[config.mk]
export PLATFORM = sky130hd
export DESIGN_NAME = linear_interp_upsampler
export DESIGN_NICKNAME = d
export VERILOG_FILES = /design/src/rtl/interp_pkg.sv /design/src/rtl/interp_segment_accumulator.sv /design/src/rtl/linear_interp_upsampler.sv
export SDC_FILE = /design/constraint.sdc
export NUM_CORES = 1
export LEC_CHECK = 0
export BUFFER_PORTS_ARGS = -buffer_cell sky130_fd_sc_hd__buf_2
export CAP_MARGIN = 30
export CORE_MARGIN = 1.5
export CORE_UTILIZATION = 64
export CTS_BUF_LIST = sky130_fd_sc_hd__clkbuf_2
export DETAILED_ROUTE_END_ITERATION = 6
export PLACE_DENSITY = 0.87
export SKIP_CTS_REPAIR_TIMING = 1
export SYNTH_ARGS = -nofsm -noshare
export SYNTH_HDL_FRONTEND = slang
export SYNTH_SLANG_ARGS = --single-unit
[constraint.sdc]
create_clock -name clock -period 5.8 [get_ports clock]
set_input_delay 0.58 -clock clock [delete_from_list [all_inputs] [get_ports clock]]
set_output_delay 0.58 -clock clock [all_outputs]
set_load 0.05 [all_outputs]
[src/rtl/interp_pkg.sv]
// Shared definitions for the linear interpolating upsampler: the FSM state
// encoding and the default parameter values used by the top and sub-module.
package interp_pkg;

    localparam int DEF_IN_WIDTH    = 16;
    localparam int DEF_LOG2_FACTOR = 3;

    // IDLE: nothing held; WAIT: endpoint A held; RUN: segment A->B running.
    typedef enum logic [1:0] {
        ST_IDLE = 2'd0,
        ST_WAIT = 2'd1,
        ST_RUN  = 2'd2
    } state_t;

endpackage

[src/rtl/interp_segment_accumulator.sv]
// Segment accumulator. It holds A scaled by 2^LOG2_FACTOR and adds (B-A) once
// per output phase. The output is the accumulator shifted right arithmetically
// by LOG2_FACTOR, which gives A + floor((B-A)*k/N). One sign bit of headroom on
// the difference and LOG2_FACTOR bits on the accumulator keep every
// intermediate value in range for any pair of full-scale signed samples.
module interp_segment_accumulator
    import interp_pkg::*;
#(
    parameter int IN_WIDTH    = DEF_IN_WIDTH,
    parameter int LOG2_FACTOR = DEF_LOG2_FACTOR
) (
    input  logic                       clock,
    input  logic                       reset,
    input  logic                       i_load,
    input  logic                       i_step,
    input  logic signed [IN_WIDTH-1:0] i_a,
    input  logic signed [IN_WIDTH-1:0] i_b,
    output logic signed [IN_WIDTH-1:0] o_sample
);

    localparam int DIFF_W = IN_WIDTH + 1;
    localparam int ACC_W  = IN_WIDTH + 1 + LOG2_FACTOR;

    logic signed [DIFF_W-1:0] w_a_ext;
    logic signed [DIFF_W-1:0] w_b_ext;
    logic signed [DIFF_W-1:0] w_diff;
    logic signed [ACC_W-1:0]  w_load_val;
    logic signed [ACC_W-1:0]  w_diff_ext;

    logic signed [ACC_W-1:0]  r_acc;
    logic signed [DIFF_W-1:0] r_diff;

    assign w_a_ext    = {i_a[IN_WIDTH-1], i_a};
    assign w_b_ext    = {i_b[IN_WIDTH-1], i_b};
    assign w_diff     = w_b_ext - w_a_ext;
    assign w_load_val = {i_a[IN_WIDTH-1], i_a, {LOG2_FACTOR{1'b0}}};
    assign w_diff_ext = {{LOG2_FACTOR{r_diff[DIFF_W-1]}}, r_diff};

    // Load a new segment (A<<L and B-A) or advance one phase; load wins.
    // NOTE: non-blocking assignments so every register updates from pre-edge values.
    always_ff @(posedge clock) begin
        if (reset) begin
            r_acc  <= '0;
            r_diff <= '0;
        end else if (i_load) begin
            r_acc  <= w_load_val;
            r_diff <= w_diff;
        end else if (i_step) begin
            r_acc  <= r_acc + w_diff_ext;
        end
    end

    // The shifted value always lies between A and B, so taking this slice is
    // the same as an arithmetic shift followed by truncation.
    assign o_sample = r_acc[LOG2_FACTOR +: IN_WIDTH];

endmodule

[src/rtl/linear_interp_upsampler.sv]
// Linear interpolating upsampler by N = 2^LOG2_FACTOR. It accepts low-rate
// samples through a valid/ready handshake. For each pair of endpoints A->B it
// emits N strobed samples. A one-entry buffer lets the next endpoint arrive
// while a segment runs, so back-to-back input gives a gap-free output stream.
module linear_interp_upsampler
    import interp_pkg::*;
#(
    parameter int IN_WIDTH    = DEF_IN_WIDTH,
    parameter int LOG2_FACTOR = DEF_LOG2_FACTOR
) (
    input  logic                       clock,
    input  logic                       reset,
    input  logic signed [IN_WIDTH-1:0] in_sample,
    input  logic                       in_valid,
    output logic                       in_ready,
    output logic signed [IN_WIDTH-1:0] out_sample,
    output logic                       out_strobe,
    output logic                       underrun
);

    localparam logic [LOG2_FACTOR-1:0] K_LAST = '1;
    localparam logic [LOG2_FACTOR-1:0] K_ONE  = LOG2_FACTOR'(1);

    state_t                      r_state;
    logic signed [IN_WIDTH-1:0]  r_a;
    logic signed [IN_WIDTH-1:0]  r_b;
    logic signed [IN_WIDTH-1:0]  r_buf;
    logic                        r_buf_full;
    logic [LOG2_FACTOR-1:0]      r_k;
    logic                        r_out_strobe;
    logic                        r_underrun;

    state_t                      w_state_nxt;
    logic signed [IN_WIDTH-1:0]  w_a_nxt;
    logic signed [IN_WIDTH-1:0]  w_b_nxt;
    logic signed [IN_WIDTH-1:0]  w_buf_nxt;
    logic                        w_buf_full_nxt;
    logic [LOG2_FACTOR-1:0]      w_k_nxt;
    logic                        w_underrun_nxt;
    logic                        w_load;
    logic                        w_step;
    logic signed [IN_WIDTH-1:0]  w_load_a;
    logic signed [IN_WIDTH-1:0]  w_load_b;
    logic                        w_last;
    logic                        w_ready;
    logic                        w_xfer;

    assign w_last  = (r_k == K_LAST);
    // In RUN, a sample can be taken if the buffer is empty, or on the last
    // phase, when the buffer drains into B on the same edge.
    assign w_ready = (r_state != ST_RUN) || !r_buf_full || w_last;
    assign w_xfer  = in_valid && w_ready;

    // Next-state, endpoint/buffer updates and accumulator control.
    // NOTE: every signal gets a default first so no latch is inferred.
    always_comb begin
        w_state_nxt    = r_state;
        w_a_nxt        = r_a;
        w_b_nxt        = r_b;
        w_buf_nxt      = r_buf;
        w_buf_full_nxt = r_buf_full;
        w_k_nxt        = r_k;
        w_underrun_nxt = 1'b0;
        w_load         = 1'b0;
        w_step         = 1'b0;
        w_load_a       = r_b;
        w_load_b       = in_sample;

        unique case (r_state)
            ST_IDLE: begin
                if (w_xfer) begin
                    // Hold A with a zero slope so that WAIT shows A.
                    w_load      = 1'b1;
                    w_load_a    = in_sample;
                    w_load_b    = in_sample;
                    w_a_nxt     = in_sample;
                    w_state_nxt = ST_WAIT;
                end
            end
            ST_WAIT: begin
                if (w_xfer) begin
                    w_load      = 1'b1;
                    w_load_a    = r_a;
                    w_load_b    = in_sample;
                    w_b_nxt     = in_sample;
                    w_k_nxt     = '0;
                    w_state_nxt = ST_RUN;
                end
            end
            ST_RUN: begin
                if (!w_last) begin
                    w_step  = 1'b1;
                    w_k_nxt = r_k + K_ONE;
                    if (w_xfer) begin
                        w_buf_nxt      = in_sample;
                        w_buf_full_nxt = 1'b1;
                    end
                end else if (r_buf_full || w_xfer) begin
                    // Chain straight into the next segment B->next.
                    w_load   = 1'b1;
                    w_load_a = r_b;
                    w_load_b = r_buf_full ? r_buf : in_sample;
                    w_a_nxt  = r_b;
                    w_b_nxt  = w_load_b;
                    w_k_nxt  = '0;
                    if (r_buf_full) begin
                        w_buf_full_nxt = w_xfer;
                        if (w_xfer) begin
                            w_buf_nxt = in_sample;
                        end
                    end
                end else begin
                    // The final step lands the accumulator exactly on B.
                    w_step         = 1'b1;
                    w_a_nxt        = r_b;
                    w_underrun_nxt = 1'b1;
                    w_state_nxt    = ST_WAIT;
                end
            end
            default: begin
                w_state_nxt = ST_IDLE;
            end
        endcase
    end

    // State register, endpoints, buffer and registered status outputs.
    always_ff @(posedge clock) begin
        if (reset) begin
            r_state      <= ST_IDLE;
            r_a          <= '0;
            r_b          <= '0;
            r_buf        <= '0;
            r_buf_full   <= 1'b0;
            r_k          <= '0;
            r_out_strobe <= 1'b0;
            r_underrun   <= 1'b0;
        end else begin
            r_state      <= w_state_nxt;
            r_a          <= w_a_nxt;
            r_b          <= w_b_nxt;
            r_buf        <= w_buf_nxt;
            r_buf_full   <= w_buf_full_nxt;
            r_k          <= w_k_nxt;
            r_out_strobe <= (w_state_nxt == ST_RUN);
            r_underrun   <= w_underrun_nxt;
        end
    end

    interp_segment_accumulator #(
        .IN_WIDTH    (IN_WIDTH),
        .LOG2_FACTOR (LOG2_FACTOR)
    ) u_acc (
        .clock    (clock),
        .reset    (reset),
        .i_load   (w_load),
        .i_step   (w_step),
        .i_a      (w_load_a),
        .i_b      (w_load_b),
        .o_sample (out_sample)
    );

    assign in_ready   = w_ready;
    assign out_strobe = r_out_strobe;
    assign underrun   = r_underrun;

endmodule

==> Word-level counts from Yosys, hierarchy flattened <==
Cells that the tools add are included.
{ "word_totals": {"ram_bits": 0, "wordCells": 85, "n_memories": 0, "regBits": 93, "mem_bits_ro": 0, "input_bits": 19, "latch_bits": 0} }
{ "classes": {"multipliers": 0, "n_addsub": 3, "n_reduce_logical": 18, "n_lt_le_gt_ge": 0, "shift": 0, "bitwise_logic": 2, "muxes": 39, "eq_ne": 12, "div_mod_pow": 0} }
{ "op_table": {"columns": ["cell", "count"], "rows": [
  ["$mux W16", 14],
  ["$pmux W16 S2", 3],
  ["$mux W20", 2],
  ["$add A20 B17 Y20", 1],
  ["$sub A16 B16 Y17", 1],
  ["$reduce_and A3 Y1", 5],
  ["$ne A2 B2 Y1 const B", 6],
  ["$mux W1", 10],
  ["$mux W3", 3],
  ["$mux W2", 4],
  ["$reduce_bool A2 Y1", 4],
  ["$pmux W2 S3", 1],
  ["$pmux W3 S2", 1],
  ["$eq A2 B2 Y1 const B", 2],
  ["$reduce_or A2 Y1", 2],
  ["$add A3 B1 Y3 const B", 1],
  ["$eq A3 B3 Y1 const B", 1],
  ["$logic_or A1 B1 Y1", 3],
  ["$ne A3 B3 Y1 const B", 1],
  ["$reduce_or A3 Y1", 1],
  ["$eq A2 B1 Y1 const B", 1],
  ["$logic_not A2 Y1", 1],
  ["$ne A2 B1 Y1 const B", 1],
  ["$not A1 Y1", 2],
  ["3 further kinds", 3]
]} }

==> Longest topological paths before layout <==
{ "depth": {"word_depth": 10, "mapped_depth": 20, "ltp_nobuf": 18} }

==> Hierarchy <==
A second synthesis with hierarchy kept.
{ "hier_totals": {"cells_unflattened": 754, "hier_area_um2": 6388.6} }
{ "by_module_without_submodules": {"columns": ["module", "instances", "area_each_um2", "cells_each", "seq_area_each_um2"], "rows": [
  ["interp_segment_accumulator", 1, 3233.1, 396, 720.7],
  ["linear_interp_upsampler", 1, 3155.5, 358, 1121.1]
]} }

==> Worst setup path after synthesis <==
No wires, ideal clock.
{ "synth_timing": {"path_kind": "flip-flop to flip-flop", "startpoint": "register r_k[0]", "endpoint": "register u_acc.r_diff[14]", "setup_slack_ps": 1675, "t_required_ps": 5733, "arrival_ps": 4058, "path_stages_with_launch": 20, "cell_sequence": "dfxtp_1 -> ha_1 -> ha_1 -> buf_6 -> and3b_4 -> inv_4 -> nand2_2 -> clkbuf_1 -> o21ai_0 -> ha_1 -> fa_1 -> nor2b_1 -> nor2_1 -> a211o_1 -> a221o_1 -> a2111o_1 -> a31oi_2 -> xor2_1 -> nand2_1 -> a21oi_2"} }
{ "synth_between": {"elab_chain_cells": 8, "elab_cells_between_ends": 15, "classes_between": "add/sub: 1; eq/ne: 1; mux: 10; reduce/logical: 3"} }
{ "synth_rtl": {"columns": ["item", "line_no", "source"], "rows": [
  ["start, declared", "linear_interp_upsampler.sv:29", "logic [LOG2_FACTOR-1:0] r_k;"],
  ["start signal, assigned", "linear_interp_upsampler.sv:143", "r_k <= w_k_nxt;"],
  ["$eq A3 B3 Y1 (*)", "linear_interp_upsampler.sv:48", "assign w_last = (r_k == K_LAST);"],
  ["$logic_or A1 B1 Y1 (*)", "linear_interp_upsampler.sv:51", "assign w_ready = (r_state != ST_RUN) || !r_buf_full || w_last;"],
  ["net in_ready", "linear_interp_upsampler.sv:15", "output logic in_ready,"],
  ["$logic_and A1 B1 Y1 (*)", "linear_interp_upsampler.sv:52", "assign w_xfer = in_valid && w_ready;"],
  ["$logic_or A1 B1 Y1", "linear_interp_upsampler.sv:98", "end else if (r_buf_full || w_xfer) begin"],
  ["$mux W16", "linear_interp_upsampler.sv:98", null],
  ["$mux W16", "linear_interp_upsampler.sv:91", "if (!w_last) begin"],
  ["$mux W16", null, null],
  ["$sub A16 B16 Y17", "interp_segment_accumulator.sv:35", "assign w_diff = w_b_ext - w_a_ext;"],
  ["end signal, assigned", "interp_segment_accumulator.sv:47", "r_diff <= w_diff;"],
  ["end, declared", "interp_segment_accumulator.sv:31", "logic signed [DIFF_W-1:0] r_diff;"]
]} }
The timed path passes the listed nets; every way through them passes the cells marked *.
A chain may end at the register's enable or synchronous reset.

==> Final worst setup path <==
{ "layout_timing": {"startpoint": "register r_state[0]", "endpoint": "register u_acc.r_diff[14]"} }
{ "layout_between": {"elab_chain_cells": 9, "elab_cells_between_ends": 20, "classes_between": "add/sub: 1; eq/ne: 3; mux: 10; reduce/logical: 6"} }
{ "layout_rtl": {"columns": ["item", "line_no", "source"], "rows": [
  ["start, declared", "linear_interp_upsampler.sv:24", "state_t r_state;"],
  ["start signal, assigned", "linear_interp_upsampler.sv:138", "r_state <= w_state_nxt;"],
  ["$ne A2 B2 Y1", "linear_interp_upsampler.sv:51", null],
  ["$logic_or A1 B1 Y1 (2 in series)", "linear_interp_upsampler.sv:51", null],
  ["$logic_and A1 B1 Y1", "linear_interp_upsampler.sv:52", null],
  ["$logic_or A1 B1 Y1", "linear_interp_upsampler.sv:98", null],
  ["$mux W16", "linear_interp_upsampler.sv:98", null],
  ["$mux W16", "linear_interp_upsampler.sv:91", null],
  ["$mux W16", null, null],
  ["$sub A16 B16 Y17", "interp_segment_accumulator.sv:35", null]
]} }
Parallel ways exist; a longest one is shown, timed or not.

==> impl_metrics.toml <==
[sta]
timing.final.crit_period_ns = 4.575
relSlewSlack_pct = 36.00
final.period_utilization_pct = 78.88
timing_max_transition_violations_final = 0
max_freq_ghz = 0.2186
fin_worst_hold_slack_ns = 0.2737
report.final.hold_viol_count = 0
max_slew.worst_pin.slew_ns = 0.9600
fin_worst_skew_ns = 0.02863
setup_repair_after_global_routing_missed_its_margin = "false"
setup_tns_ns = 0
finalSetupViolations = 0

[drt]
routed-via-count = 5573
route.detailed.drc = 0
drtIter0Drc = 344
drt-pass1-iter-count = 5
routed_via_density = 6.572
routedWlPerCell_um = 18.60
ant_nets = 0
drt-total-wl_um = 15780

[power_and_ir_drop]
worst_ir_drop_vdd_uv = 150.1
p_leak_nw = 2.534
power_density_nw_per_um2 = 281.2

[critical_path]
timing.critical_path.fanout_max = 20
endpoint_kind = "flop"
critical_path_arrival_ns = 5.10
critical_path.reg2reg.startpoint = "r_state[0]$_SDFF_PP0_"
crit-reg2reg-capture = "u_acc.r_diff[14]$_SDFFE_PP0P_"
r2r_slack_ns = 1.22
reg2regPathDepth = 17
worst_setup_path_start_kind = "flop"
crit_required_ns = 6.32
path_class = "reg2reg"

[logic_synthesis]
synthesis.area_um2 = 6050
post_synth_num_cell_types = 69
syn_nets = 794
synth_warnings = 0
cell_with_the_most_instances_after_synthesis = "nor2_1"
seq_area_frac_synth_pct = 30.44
xor_and_xnor_fraction_of_the_mapped_netlist_area_pct = 3.475
compound_gate_portion_of_the_synthesized_area_pct = 25.69
avgSynthCellArea_um2 = 8.208
synth-edff-count = 0
synth_top_family_by_area = "compound AO/OA/AOI/OAI gates"
synth.top_cells.by_area = "dfxtp_1, ha_1, mux2i_1"
synth.largest_area_cell = "dfxtp_1"
syn_inst = 737
synthAdderAreaFrac_pct = 8.273
yosysTopAreaCellShare_pct = 30.44
ys_top_cells_by_count = "nor2_1, dfxtp_1, a21oi_1"
synth_simple_gate_area_share_pct = 16.88
synth_seq_cells = 92
ys_dominant_reg_cell = "dfxtp_1"
synth-async-reset-ratio_pct = 0
synth.mux.area_fraction_pct = 9.018

[global_routing]
grt_pass1_wl_um = 26120
globalRouteTotalUtil_pct = 32.59
grt_pass1_vias = 5406
grt_max_degree = 90
antenna_violations_before_repair = 0
global_route.overflow_total = 0

[finish]
design_area_um2 = 6347
fillerInstances = 792
drive_above_1_share_pct = 12.48
layout.nets = 790
num_antenna_cells = 0
stdcell_count = 848
syn2layout_area_growth_pct = 4.922

[placed_design]
dpl_cell_area_um2 = 6160
io_buffers = 37
placed_cells = 831
gpl.final_weighted_congestion = 0.9250
detailed_place_hpwl_um = 11140

[floorplanning]
design.die.area_um2 = 10050
horiz_die_dim_um = 100.2
floorplan.die.height_um = 100.2
fp-row-count = 35
core_area_um2 = 9196
initial_utilization_pct = 65.78
num_io_pins = 38

[clock_network]
cts.root.buffer_cell = "clkbuf_2"
clkSinkCount = 92
cts-root-to-sink-buffers = 2
clk_pin_slew_worst_paths_ns = 0.28
clk_latency_ns = 0.59
cts_bufs_inserted = 9
cts_tree = "done"
cts-htree-levels = 3

[hold_path]
cell_count_of_the_worst_hold_path = 3
hold_path_startpoint = "in_sample[11]"
hold_end = "r_buf[11]$_SDFFE_PP0P_"
min_path_type = "in2reg"

[flow_run]
cap_violations = 0

[run_status]
status = "finished clean"
## placed cells by master (no fill, tap or decap), types with 13 or more instances in the layout
cell / netlist / final
dfxtp_1: 92 / 92
xnor2_1: 15 / 15
inv_1: 18 / 18
buf_2: 2 / 37
a21oi_1: 55 / 54
o22ai_1: 17 / 17
a22oi_1: 16 / 16
ha_1: 36 / 36
nor3_1: 18 / 17
o21a_1: 13 / 13
mux2i_1: 41 / 41
o21ai_0: 24 / 24
nor2_1: 94 / 94
a211oi_1: 46 / 46
nand2_1: 52 / 52
## worst max-delay path by stage
stage,slack (ns),cells after the start,end,startpoint
floorplan,1.68,19,u_acc.r_diff[14]$_SDFFE_PP0P_,r_k[0]$_SDFFE_PP0P_
global placement,1.55,17,u_acc.r_diff[14]$_SDFFE_PP0P_,r_state[0]$_SDFF_PP0_
detailed placement,1.37,17,u_acc.r_diff[14]$_SDFFE_PP0P_,r_state[0]$_SDFF_PP0_
CTS,1.29,17,u_acc.r_diff[14]$_SDFFE_PP0P_,r_state[1]$_SDFF_PP0_
global route,0.92,17,u_acc.r_diff[14]$_SDFFE_PP0P_,r_state[0]$_SDFF_PP0_
finish,1.22,17,u_acc.r_diff[14]$_SDFFE_PP0P_,r_state[0]$_SDFF_PP0_
## final cells by class
type | instances | area, um^2 | share of cell area, %
Clock inverter | 6 | 95.09 | 1.498
Clock buffer | 9 | 45.04 | 0.7096
Multi-Input combinational cell | 565 | 3847 | 60.61
Inverter | 19 | 73.82 | 1.163
Sequential cell | 92 | 1842 | 29.02
Tap cell | 111 | 138.9 | 2.188
Timing Repair Buffer | 46 | 305.3 | 4.810
## cell families (layout without fill, tap and decap cells)
logic type	count (synthesis)	count (layout)
AOI/OAI and AO/OA	228	228
xor gates and xnor gates	24	24
adders and majority gates	39	39
buffers and inverters	80	80
DFF	92	92
muxes	53	53
and+or+nand+nor	221	221
## critical path, stage by stage, from the launching register on
cell      delay, ns
dfxtp_1        0.40
inv_1          0.12
ha_1           0.70
o21a_1         0.31
nand2_2        0.19
nand2_1        0.11
o21ai_0        0.12
ha_1           0.25
fa_1           0.39
nor2b_1        0.21
nor2_1         0.06
a211o_1        0.26
a221o_1        0.38
a2111o_1       0.42
a31oi_2        0.19
xor2_1         0.17
nand2_1        0.08
a21oi_2        0.13
## power breakdown
group          total, mW  internal [mW]  switching [mW]
registers          0.750          0.700          0.0506
clock network      0.386          0.146           0.240
logic              0.649          0.247           0.402
## through the flow
stage / setup WS (ns) / power (mW) / utilization, %
4_1_cts: 1.292 / 1.771 / 68.50
3_3_place_gp: 1.553 / 1.363 / 66.68
3_5_place_dp: 1.365 / 1.387 / 66.98
6_report: 1.225 / 1.785 / 69.02
5_1_grt: 0.9220 / 1.888 / 69.02
2_1_floorplan: 1.675 / 1.261 / -
## state kept, by name (all words and copies together), names as in the netlist
signal	count
out_strobe	1
r_a	16
r_b	16
r_buf	16
r_buf_full	1
r_k	3
r_state	2
u_acc.r_acc	19
u_acc.r_diff	17
underrun	1
## routing by layer
metal  global-route usage (%)  wire, um  vias up
met5                        0         0        -
met1                    39.33      6671     2675
li1                         -         -     2666
met2                    56.78      7850      187
met4                    15.49       566        0
met3                    5.014       686       45
Note: power is estimated with default switching activity, not from simulation.
